$ cat src/rtl/dram_lsu_port.sv
// Load/store requester for a byte-enabled single-port data RAM with 1-cycle read latency.
// One transaction outstanding; misaligned, out-of-window and illegal-size accesses return an error without touching the RAM.
module dram_lsu_port #(
  parameter int          ADDR_WIDTH = 14,
  parameter logic [31:0] BASE_ADDR  = 32'h0000_0000
) (
  input  logic                  clk,
  input  logic                  rst,
  input  logic                  req_valid,
  output logic                  req_ready,
  input  logic                  req_we,
  input  logic [31:0]           req_addr,
  input  logic [1:0]            req_size,
  input  logic                  req_unsigned,
  input  logic [31:0]           req_wdata,
  output logic                  rsp_valid,
  input  logic                  rsp_ready,
  output logic [31:0]           rsp_rdata,
  output logic                  rsp_err,
  output logic [ADDR_WIDTH-1:0] ram_addr,
  output logic [31:0]           ram_wr_data,
  output logic                  ram_wr_en,
  output logic [3:0]            ram_wr_byte_en,
  input  logic [31:0]           ram_rd_data
);

  typedef enum logic [1:0] {IDLE, ACCESS, RDATA, RESP} state_e;

  state_e                state_q;
  logic                  we_q;
  logic [1:0]            size_q;
  logic                  uns_q;
  logic [1:0]            lane_q;
  logic                  rsp_valid_q;
  logic [31:0]           rsp_rdata_q;
  logic                  rsp_err_q;
  logic [ADDR_WIDTH-1:0] ram_addr_q;
  logic [31:0]           ram_wr_data_q;
  logic                  ram_wr_en_q;
  logic [3:0]            ram_wr_byte_en_q;

  logic        req_err_d;
  logic [3:0]  byte_en_d;
  logic [31:0] wr_data_d;
  logic [31:0] lane_data;
  logic [31:0] load_data_d;

  // NOTE: every always_comb output gets a default first so no path can infer a latch.
  always_comb begin
    req_err_d = 1'b0;
    byte_en_d = 4'b0000;
    wr_data_d = req_wdata;
    case (req_size)
      2'd0: begin
        byte_en_d = 4'b0001 << req_addr[1:0];
        wr_data_d = {4{req_wdata[7:0]}};
      end
      2'd1: begin
        req_err_d = req_addr[0];
        byte_en_d = 4'b0011 << req_addr[1:0];
        wr_data_d = {2{req_wdata[15:0]}};
      end
      2'd2: begin
        req_err_d = (req_addr[1:0] != 2'b00);
        byte_en_d = 4'b1111;
      end
      default: req_err_d = 1'b1;
    endcase
    // BASE_ADDR is window-aligned, so the window test reduces to matching the upper bits.
    if (req_addr[31:ADDR_WIDTH+2] != BASE_ADDR[31:ADDR_WIDTH+2]) req_err_d = 1'b1;
  end

  always_comb begin
    lane_data   = ram_rd_data >> {lane_q, 3'b000};
    load_data_d = lane_data;
    case (size_q)
      2'd0:    load_data_d = uns_q ? {24'b0, lane_data[7:0]}
                                   : {{24{lane_data[7]}}, lane_data[7:0]};
      2'd1:    load_data_d = uns_q ? {16'b0, lane_data[15:0]}
                                   : {{16{lane_data[15]}}, lane_data[15:0]};
      default: load_data_d = lane_data;
    endcase
  end

  // NOTE: sequential state uses non-blocking assignments only, so every register samples pre-edge values.
  always_ff @(posedge clk or posedge rst) begin
    if (rst) begin
      state_q          <= IDLE;
      we_q             <= 1'b0;
      size_q           <= 2'd0;
      uns_q            <= 1'b0;
      lane_q           <= 2'd0;
      rsp_valid_q      <= 1'b0;
      rsp_rdata_q      <= 32'h0;
      rsp_err_q        <= 1'b0;
      ram_addr_q       <= '0;
      ram_wr_data_q    <= 32'h0;
      ram_wr_en_q      <= 1'b0;
      ram_wr_byte_en_q <= 4'b0000;
    end else begin
      case (state_q)
        IDLE: if (req_valid) begin
          we_q   <= req_we;
          size_q <= req_size;
          uns_q  <= req_unsigned;
          lane_q <= req_addr[1:0];
          if (req_err_d) begin
            rsp_valid_q <= 1'b1;
            rsp_err_q   <= 1'b1;
            rsp_rdata_q <= 32'h0;
            state_q     <= RESP;
          end else begin
            ram_addr_q  <= req_addr[ADDR_WIDTH+1:2];
            ram_wr_en_q <= req_we;
            if (req_we) begin
              ram_wr_byte_en_q <= byte_en_d;
              ram_wr_data_q    <= wr_data_d;
            end
            state_q <= ACCESS;
          end
        end
        ACCESS: begin
          ram_wr_en_q      <= 1'b0;
          ram_wr_byte_en_q <= 4'b0000;
          if (we_q) begin
            rsp_valid_q <= 1'b1;
            rsp_rdata_q <= 32'h0;
            rsp_err_q   <= 1'b0;
            state_q     <= RESP;
          end else begin
            state_q <= RDATA;
          end
        end
        RDATA: begin
          rsp_valid_q <= 1'b1;
          rsp_rdata_q <= load_data_d;
          rsp_err_q   <= 1'b0;
          state_q     <= RESP;
        end
        RESP: if (rsp_ready) begin
          rsp_valid_q <= 1'b0;
          rsp_err_q   <= 1'b0;
          state_q     <= IDLE;
        end
        default: state_q <= IDLE;
      endcase
    end
  end

  assign req_ready      = (state_q == IDLE);
  assign rsp_valid      = rsp_valid_q;
  assign rsp_rdata      = rsp_rdata_q;
  assign rsp_err        = rsp_err_q;
  assign ram_addr       = ram_addr_q;
  assign ram_wr_data    = ram_wr_data_q;
  assign ram_wr_en      = ram_wr_en_q;
  assign ram_wr_byte_en = ram_wr_byte_en_q;

endmodule

$ cat config.mk
export PLATFORM = sky130hd
export DESIGN_NAME = dram_lsu_port
export DESIGN_NICKNAME = d
export VERILOG_FILES = /design/src/rtl/dram_lsu_port.sv
export SDC_FILE = /design/constraint.sdc
export NUM_CORES = 1
export LEC_CHECK = 0
export BUFFER_PORTS_ARGS = -buffer_cell sky130_fd_sc_hd__buf_2
export CAP_MARGIN = 10
export CORE_UTILIZATION = 53
export CTS_CLUSTER_SIZE = 8
export DETAILED_ROUTE_END_ITERATION = 8
export PLACE_DENSITY = 0.95
export SYNTH_ARGS = -nofsm -noshare
export SYNTH_HDL_FRONTEND = slang
export SYNTH_SLANG_ARGS = --single-unit
export TNS_END_PERCENT = 30
$ cat constraint.sdc
create_clock -name clk -period 7 [get_ports clk]
set_input_delay 0.7 -clock clk [delete_from_list [all_inputs] [get_ports clk]]
set_output_delay 0.7 -clock clk [all_outputs]
set_load 0.03 [all_outputs]
==> impl_metrics.env, run 1 <==
export IMPL_p_leak_nw=3.12
export IMPL_min_period_over_period=0.432
export IMPL_clock_sinks=93
export IMPL_p_int_w=0.00116
export IMPL_ys_warn_count=0
export IMPL_crit_slowest_cell="nor2_1"
export IMPL_dominantRegCellSynth="dfrtp_1"
export IMPL_antenna_found_initial=0
export IMPL_post_place_ws_ns=3.61
export IMPL_power_share_clock=0.192
export IMPL_worstPathMaxFanout=30
export IMPL_syn_mean_instance_area_um2=10.4
export IMPL_grt_overflow_total=0
export IMPL_clock_path_buffers=2
export IMPL_drive_above_1_share=0.443
export IMPL_via_count=4413
export IMPL_vdd_drop_max_mv=0.154
export IMPL_die_w_um=98.2
export IMPL_power_frac_comb=0.442
export IMPL_syn2layout_area_growth_pct=23.4
export IMPL_place_area_mm2=0.00582
export IMPL_max_freq_mhz=330
export IMPL_syn_area_mm2=0.00490
export IMPL_fin_tns_setup_ns=0
export IMPL_grt_max_degree=80
export IMPL_core_mm2=0.00885
export IMPL_synth_seq_cells=93
export IMPL_htreeDepth=3
export IMPL_cts_tree="built"
export IMPL_via_per_inst=5.79
export IMPL_rsz0062_at_grt="no"
export IMPL_report_final_slew_viol_count=0
export IMPL_synth_area_top_cells="dfrtp_1 47%, mux2_2 7.6%, mux2i_1 7.3%, nand2_1 6.7%, o21ai_2 4.5%"
export IMPL_seq_power_share=0.365
export IMPL_top_layer="met4"
export IMPL_synth_async_reset_ratio=1.00
export IMPL_portBuffers=189
export IMPL_fin_area_mm2=0.00605
export IMPL_antenna_cells=0
export IMPL_synth_edff_count=0
export IMPL_postLayoutSetupSlackWorst_ns=3.97
export IMPL_ios=190
export IMPL_place_hpwl_um=9980
export IMPL_required_ns=7.18
export IMPL_gp_congestion=0.945
export IMPL_root_buffer="clkbuf_8"
export IMPL_crit_type="input port to flop"
export IMPL_worst_pin_slew_ns=1.14
export IMPL_grt_pass1_vias=4332
export IMPL_met3_length_um=1120
export IMPL_layout_nets=757
export IMPL_clk_latency_ns=0.37
export IMPL_status="complete, but fails checks"
export IMPL_cts_resized=0
export IMPL_row_count=34
export IMPL_synth_largest_area_cell="dfrtp_1"
export IMPL_wl_met2_um=6690
export IMPL_seq_area_frac_synth=0.474
export IMPL_violations="DRC"
export IMPL_netlist_top_cells_count="93 x dfrtp_1, 87 x nand2_1, 36 x mux2i_1, 33 x mux2_2, 25 x o21ai_2"
export IMPL_min_path_type="input port to async pin"
export IMPL_cap_violations=0
export IMPL_synth_top_area_frac=0.474
export IMPL_slowest_delay_ns=0.89
export IMPL_finalHoldViolations=0
export IMPL_numCtsBuffers=9
export IMPL_firstDrtPassIters=7
export IMPL_avgRoutedWirePerCell_um=17.7
export IMPL_die_area_mm2=0.00964
export IMPL_drc=15
export IMPL_route_antenna_remaining_nets=0
export IMPL_postCtsHoldBufs=0
export IMPL_drt_iter0_drc=197
export IMPL_grtUsageTotal=0.286
export IMPL_synthCells=473
export IMPL_grt_pass1_wl_um=21600
export IMPL_initial_core_util=0.554
export IMPL_relSlewSlack=0.239
export IMPL_synthDistinctLibCells=42
export IMPL_cellPowerDensity_mw_per_mm2=338
export IMPL_switching_share=0.433
export IMPL_power_switching_w=0.000885
export IMPL_postCtsSetupBuffers=0
export IMPL_syn_nets=581
export IMPL_routed_wirelength_um=13500
export IMPL_fin_crit_ns=3.03
export IMPL_cp_arrival_ns=3.21
export IMPL_end_kind="flop"
export IMPL_path_clk_slew_ns=0.09
export IMPL_worstPathCellList="buf_2 > inv_1 > o31ai_4 > nor4_4 > nor2_1 > a31oi_1"
export IMPL_setup_violations=0
export IMPL_synth_most_common_cell="dfrtp_1"
export IMPL_skew_ns=0.0114
export IMPL_worst_setup_path_start_kind="input port"
export IMPL_wl_met1_um=5420
export IMPL_die_y_um=98.2
layer usage:
layer	track usage	vias to the layer above
met5	0	-
met1	0.359	2103
met4	0.109	0
met2	0.485	227
li1	-	2061
met3	0.0644	22
logic make-up (layout without fill, tap and decap cells):
logic type / Yosys count / after routing / share of synthesized area
mux: 70 / 70 / 0.154
flops: 93 / 93 / 0.474
compound gates: 134 / 134 / 0.186
buf+inv: 37 / 218 / 0.0459
fa+ha+maj: 4 / 4 / 0.0102
simple gates: 135 / 135 / 0.129
path summary, 6_finish.rpt:
kind	startpoint	endpoint	slack (ns)	cells past startpoint
hold reg to reg	ram_wr_data[20]	ram_wr_data[20]	0.48	2
setup reg to reg	state_q[0]	rsp_rdata[25]	3.98	7
min in group clk	ram_wr_data[20]	ram_wr_data[20]	0.48	2
hold / removal	rst	ram_addr[3]	0.24	2
setup / recovery	req_size[1]	rsp_rdata[25]	3.97	6
max in group asynchronous	rst	rsp_rdata[25]	5.48	3
power groups by stage:
stage,Clock [W],Combinational (W),Sequential (W)
2_1_floorplan,0,0.000556,0.000848
3_3_place_gp,0,0.000859,0.000746
3_5_place_dp,0,0.000893,0.000755
4_1_cts,0.000398,0.000894,0.000744
5_1_grt,0.000420,0.000973,0.000756
6_report,0.000393,0.000904,0.000746
registers in the layout (all words and copies together), names as in the netlist:
register / flops
ram_wr_byte_en: 4
ram_wr_data: 32
we_q: 1
ram_wr_en: 1
rsp_err: 1
uns_q: 1
rsp_valid: 1
size_q: 2
ram_addr: 14
state_q: 2
rsp_rdata: 32
lane_q: 2
worst max-delay path, delay by kind of cell:
kind            cells  cell delay [ns]
simple gates        2             1.06
buf+inv             2             0.76
compound gates      2             0.67
cells in the final DEF, fill, tap and decap left out, types with 4 or more instances in the layout:
cell type  instances
mux2i_1           36
buf_4              5
a21oi_1           21
nand2_1           87
a21oi_2            9
nor2_1            23
o21ai_2           25
o21ai_1           10
ha_1               4
inv_1              7
buf_2            189
o211ai_1           5
nor4_2             4
a31oi_1           17
nand3_1            7
o31ai_1           10
mux2_2            33
clkbuf_8          12
o21ai_0           23
a221oi_1           6
dfrtp_1           93
layout make-up:
type / instances / area (µm²)
clock buffer: 12 / 165
clock inverter: 4 / 55.1
fill: 667 / 2800
inverter: 8 / 31.3
multi-input combinational: 343 / 2350
sequential: 93 / 2330
tap: 108 / 135
timing repair buffer: 194 / 983
stage by stage:
stage               total power (W)  hold slack (ns)   util  instances
floorplan                   0.00140            0.465      -        473
global placement            0.00160            0.455  0.658        745
detailed placement          0.00165            0.462  0.658        745
CTS                         0.00204            0.240  0.683        761
global route                0.00215            0.250  0.684        762
finish                      0.00204            0.242  0.684        762
No activity file was read; power rests on OpenSTA's default activity.
==> inputs of run 2 (changes only) <==
--- a/config.mk
+++ b/config.mk
@@ -7,10 +7,10 @@
 export LEC_CHECK = 0
 export BUFFER_PORTS_ARGS = -buffer_cell sky130_fd_sc_hd__buf_2
 export CAP_MARGIN = 10
-export CORE_UTILIZATION = 53
+export CORE_UTILIZATION = 45
 export CTS_CLUSTER_SIZE = 8
 export DETAILED_ROUTE_END_ITERATION = 8
-export PLACE_DENSITY = 0.95
+export PLACE_DENSITY = 0.88
 export SYNTH_ARGS = -nofsm -noshare
 export SYNTH_HDL_FRONTEND = slang
 export SYNTH_SLANG_ARGS = --single-unit
==> constraint.sdc (replaced) <==
create_clock -name clk -period 2.7 [get_ports clk]
set_input_delay 0.27 -clock clk [delete_from_list [all_inputs] [get_ports clk]]
set_output_delay 0.27 -clock clk [all_outputs]
set_load 0.03 [all_outputs]
==> run 2 against run 1 <==
  * The run now ends clean
  * Wire length is 0.18% lower
  * Total power grew to 2.6 times the previous value
  * Cell count is 5.4% higher
  * Critical path type is now flop to flop
  * Largest power group unchanged
==> impl_metrics.env, run 2 (synthesis gave the netlist of run 1 again) <==
export IMPL_cts_resized=0
export IMPL_worst_pin_slew_ns=0.623
export IMPL_cp_arrival_ns=2.57
export IMPL_switching_share=0.427
export IMPL_root_buffer="clkbuf_8"
export IMPL_cap_violations=0
export IMPL_drt_iter0_drc=307
export IMPL_avgRoutedWirePerCell_um=16.8
export IMPL_busiest_layer="met2"
export IMPL_grt_overflow_total=0
export IMPL_drc=0
export IMPL_syn2layout_area_growth_pct=26.6
export IMPL_met1_usage=0.305
export IMPL_clock_sinks=93
export IMPL_power_switching_w=0.00230
export IMPL_min_path_type="input port to async pin"
export IMPL_antenna_found_initial=0
export IMPL_die_y_um=106
export IMPL_gp_congestion=0.951
export IMPL_reg2reg_from="state_q[0]"
export IMPL_core_mm2=0.0105
export IMPL_antenna_cells=0
export IMPL_p_leak_nw=3.20
export IMPL_die_area_mm2=0.0113
export IMPL_skew_ns=0.00727
export IMPL_status="finished clean"
export IMPL_place_hpwl_um=10100
export IMPL_relSlewSlack=0.584
export IMPL_rrSetupSlack_ns=0.37
export IMPL_via_count=4415
export IMPL_worstPathCellList="inv_1 > ha_1 > inv_1 > or4_1 > buf_4 > a21oi_1 > a31oi_1"
export IMPL_clk_latency_ns=0.36
export IMPL_place_area_mm2=0.00599
export IMPL_postCtsSetupBuffers=0
export IMPL_use_met3=0.0497
export IMPL_vdd_drop_max_mv=0.626
export IMPL_final_util=0.594
export IMPL_grt_pass1_wl_um=21600
export IMPL_required_ns=2.94
export IMPL_hold_ws_ns=0.00445
export IMPL_grt_pass1_vias=4340
export IMPL_crit_type="flop to flop"
export IMPL_die_w_um=106
export IMPL_ios=190
export IMPL_finalHoldViolations=0
export IMPL_r2r_end="rsp_rdata[27]"
export IMPL_via_per_inst=5.50
export IMPL_setup_violations=0
export IMPL_worst_r2r_path_depth=7
export IMPL_fin_tns_setup_ns=0
export IMPL_path_clk_slew_ns=0.10
export IMPL_final_cell_mix="189 x buf_2, 93 x dfrtp_1, 87 x nand2_1"
export IMPL_min_period_over_period=0.863
export IMPL_p_int_w=0.00308
export IMPL_final_common_cell="buf_2"
export IMPL_clock_path_buffers=2
export IMPL_power_share_clock=0.194
export IMPL_seq_power_share=0.343
export IMPL_cts_tree="built"
export IMPL_firstDrtPassIters=4
export IMPL_grtUsageTotal=0.244
export IMPL_rsz0062_at_grt="no"
export IMPL_grt_max_degree=94
export IMPL_cellPowerDensity_mw_per_mm2=866
export IMPL_postCtsHoldBufs=0
export IMPL_htreeDepth=3
export IMPL_max_freq_mhz=429
export IMPL_routed_wirelength_um=13500
export IMPL_worstPathMaxFanout=16
export IMPL_layout_nets=770
export IMPL_power_frac_comb=0.463
export IMPL_critPathMostFrequentCell="inv_1"
export IMPL_initial_core_util=0.469
export IMPL_crit_path_end="rsp_rdata[27]"
export IMPL_worst_setup_path_start_kind="flop"
export IMPL_end_kind="flop"
export IMPL_numCtsBuffers=9
export IMPL_crit_slowest_cell="or4_1"
export IMPL_use_met2=0.414
export IMPL_row_count=37
export IMPL_fin_area_mm2=0.00621
export IMPL_drive_above_1_share=0.454
export IMPL_fin_crit_ns=2.33
export IMPL_slowest_delay_ns=0.69
export IMPL_route_antenna_remaining_nets=0
export IMPL_portBuffers=189
export IMPL_report_final_slew_viol_count=0
export IMPL_crit_start="state_q[0]"
[run 2: cell types whose count changed in the layout (fill, tap and decap cells not counted), sizes merged]
cell / change
inv: +2
clkbuf: -3
buf: +13
bufinv: +1
clkinvlp: +1
clkinv: -1
[run 2: critical path, delay by kind of cell (launching register included)]
kind / cells / cell delay, ns
compound gates: 2 / 0.25
fa+ha+maj: 1 / 0.27
buf+inv: 3 / 0.59
flops: 1 / 0.41
simple gates: 1 / 0.69
[run 2: layer usage]
layer	part of all wire	up-vias	wire length (µm)
li1	-	2084	-
met1	0.41	2102	5580
met2	0.49	203	6590
met3	0.072	26	972
met4	0.026	0	350
met5	0	-	0
[run 2: final cells by class]
cell class                 count  area [µm²]
timing repair buffer         207        1110
tap                          136         170
inverter                       8        31.3
clock buffer                   9         124
clock inverter                 7        97.6
fill                         936        4250
sequential                    93        2330
multi-input combinational    343        2350
[run 2: power by group through the flow]
stage                     Sequential, W  Clock [W]  Combinational, W
after floorplan                 0.00220          0           0.00144
after global routing            0.00188    0.00113           0.00269
after detailed placement        0.00187          0           0.00248
final                           0.00184    0.00104           0.00249
after global placement          0.00185          0           0.00239
after CTS                       0.00184    0.00107           0.00249
[run 2: worst min path at each step]
stage,slack [ns],cells after the start,end,start
2_1_floorplan,0.38,2,ram_wr_data[0],req_wdata[0]
3_3_place_gp,0.41,3,ram_addr[4],rst
3_5_place_dp,0.43,3,ram_addr[1],rst
4_1_cts,0.02,3,ram_wr_data[3],rst
5_1_grt,0.02,3,ram_wr_data[7],rst
6_report,0.004,3,ram_wr_data[0],rst
[run 2: stage by stage]
step	std cells	setup WS (ns)	total power (W)
finish	803	0.369	0.00538
global route	803	0.275	0.00570
CTS	803	0.364	0.00541
detailed placement	787	0.282	0.00435
global placement	787	0.398	0.00424
floorplan	473	0.00969	0.00364
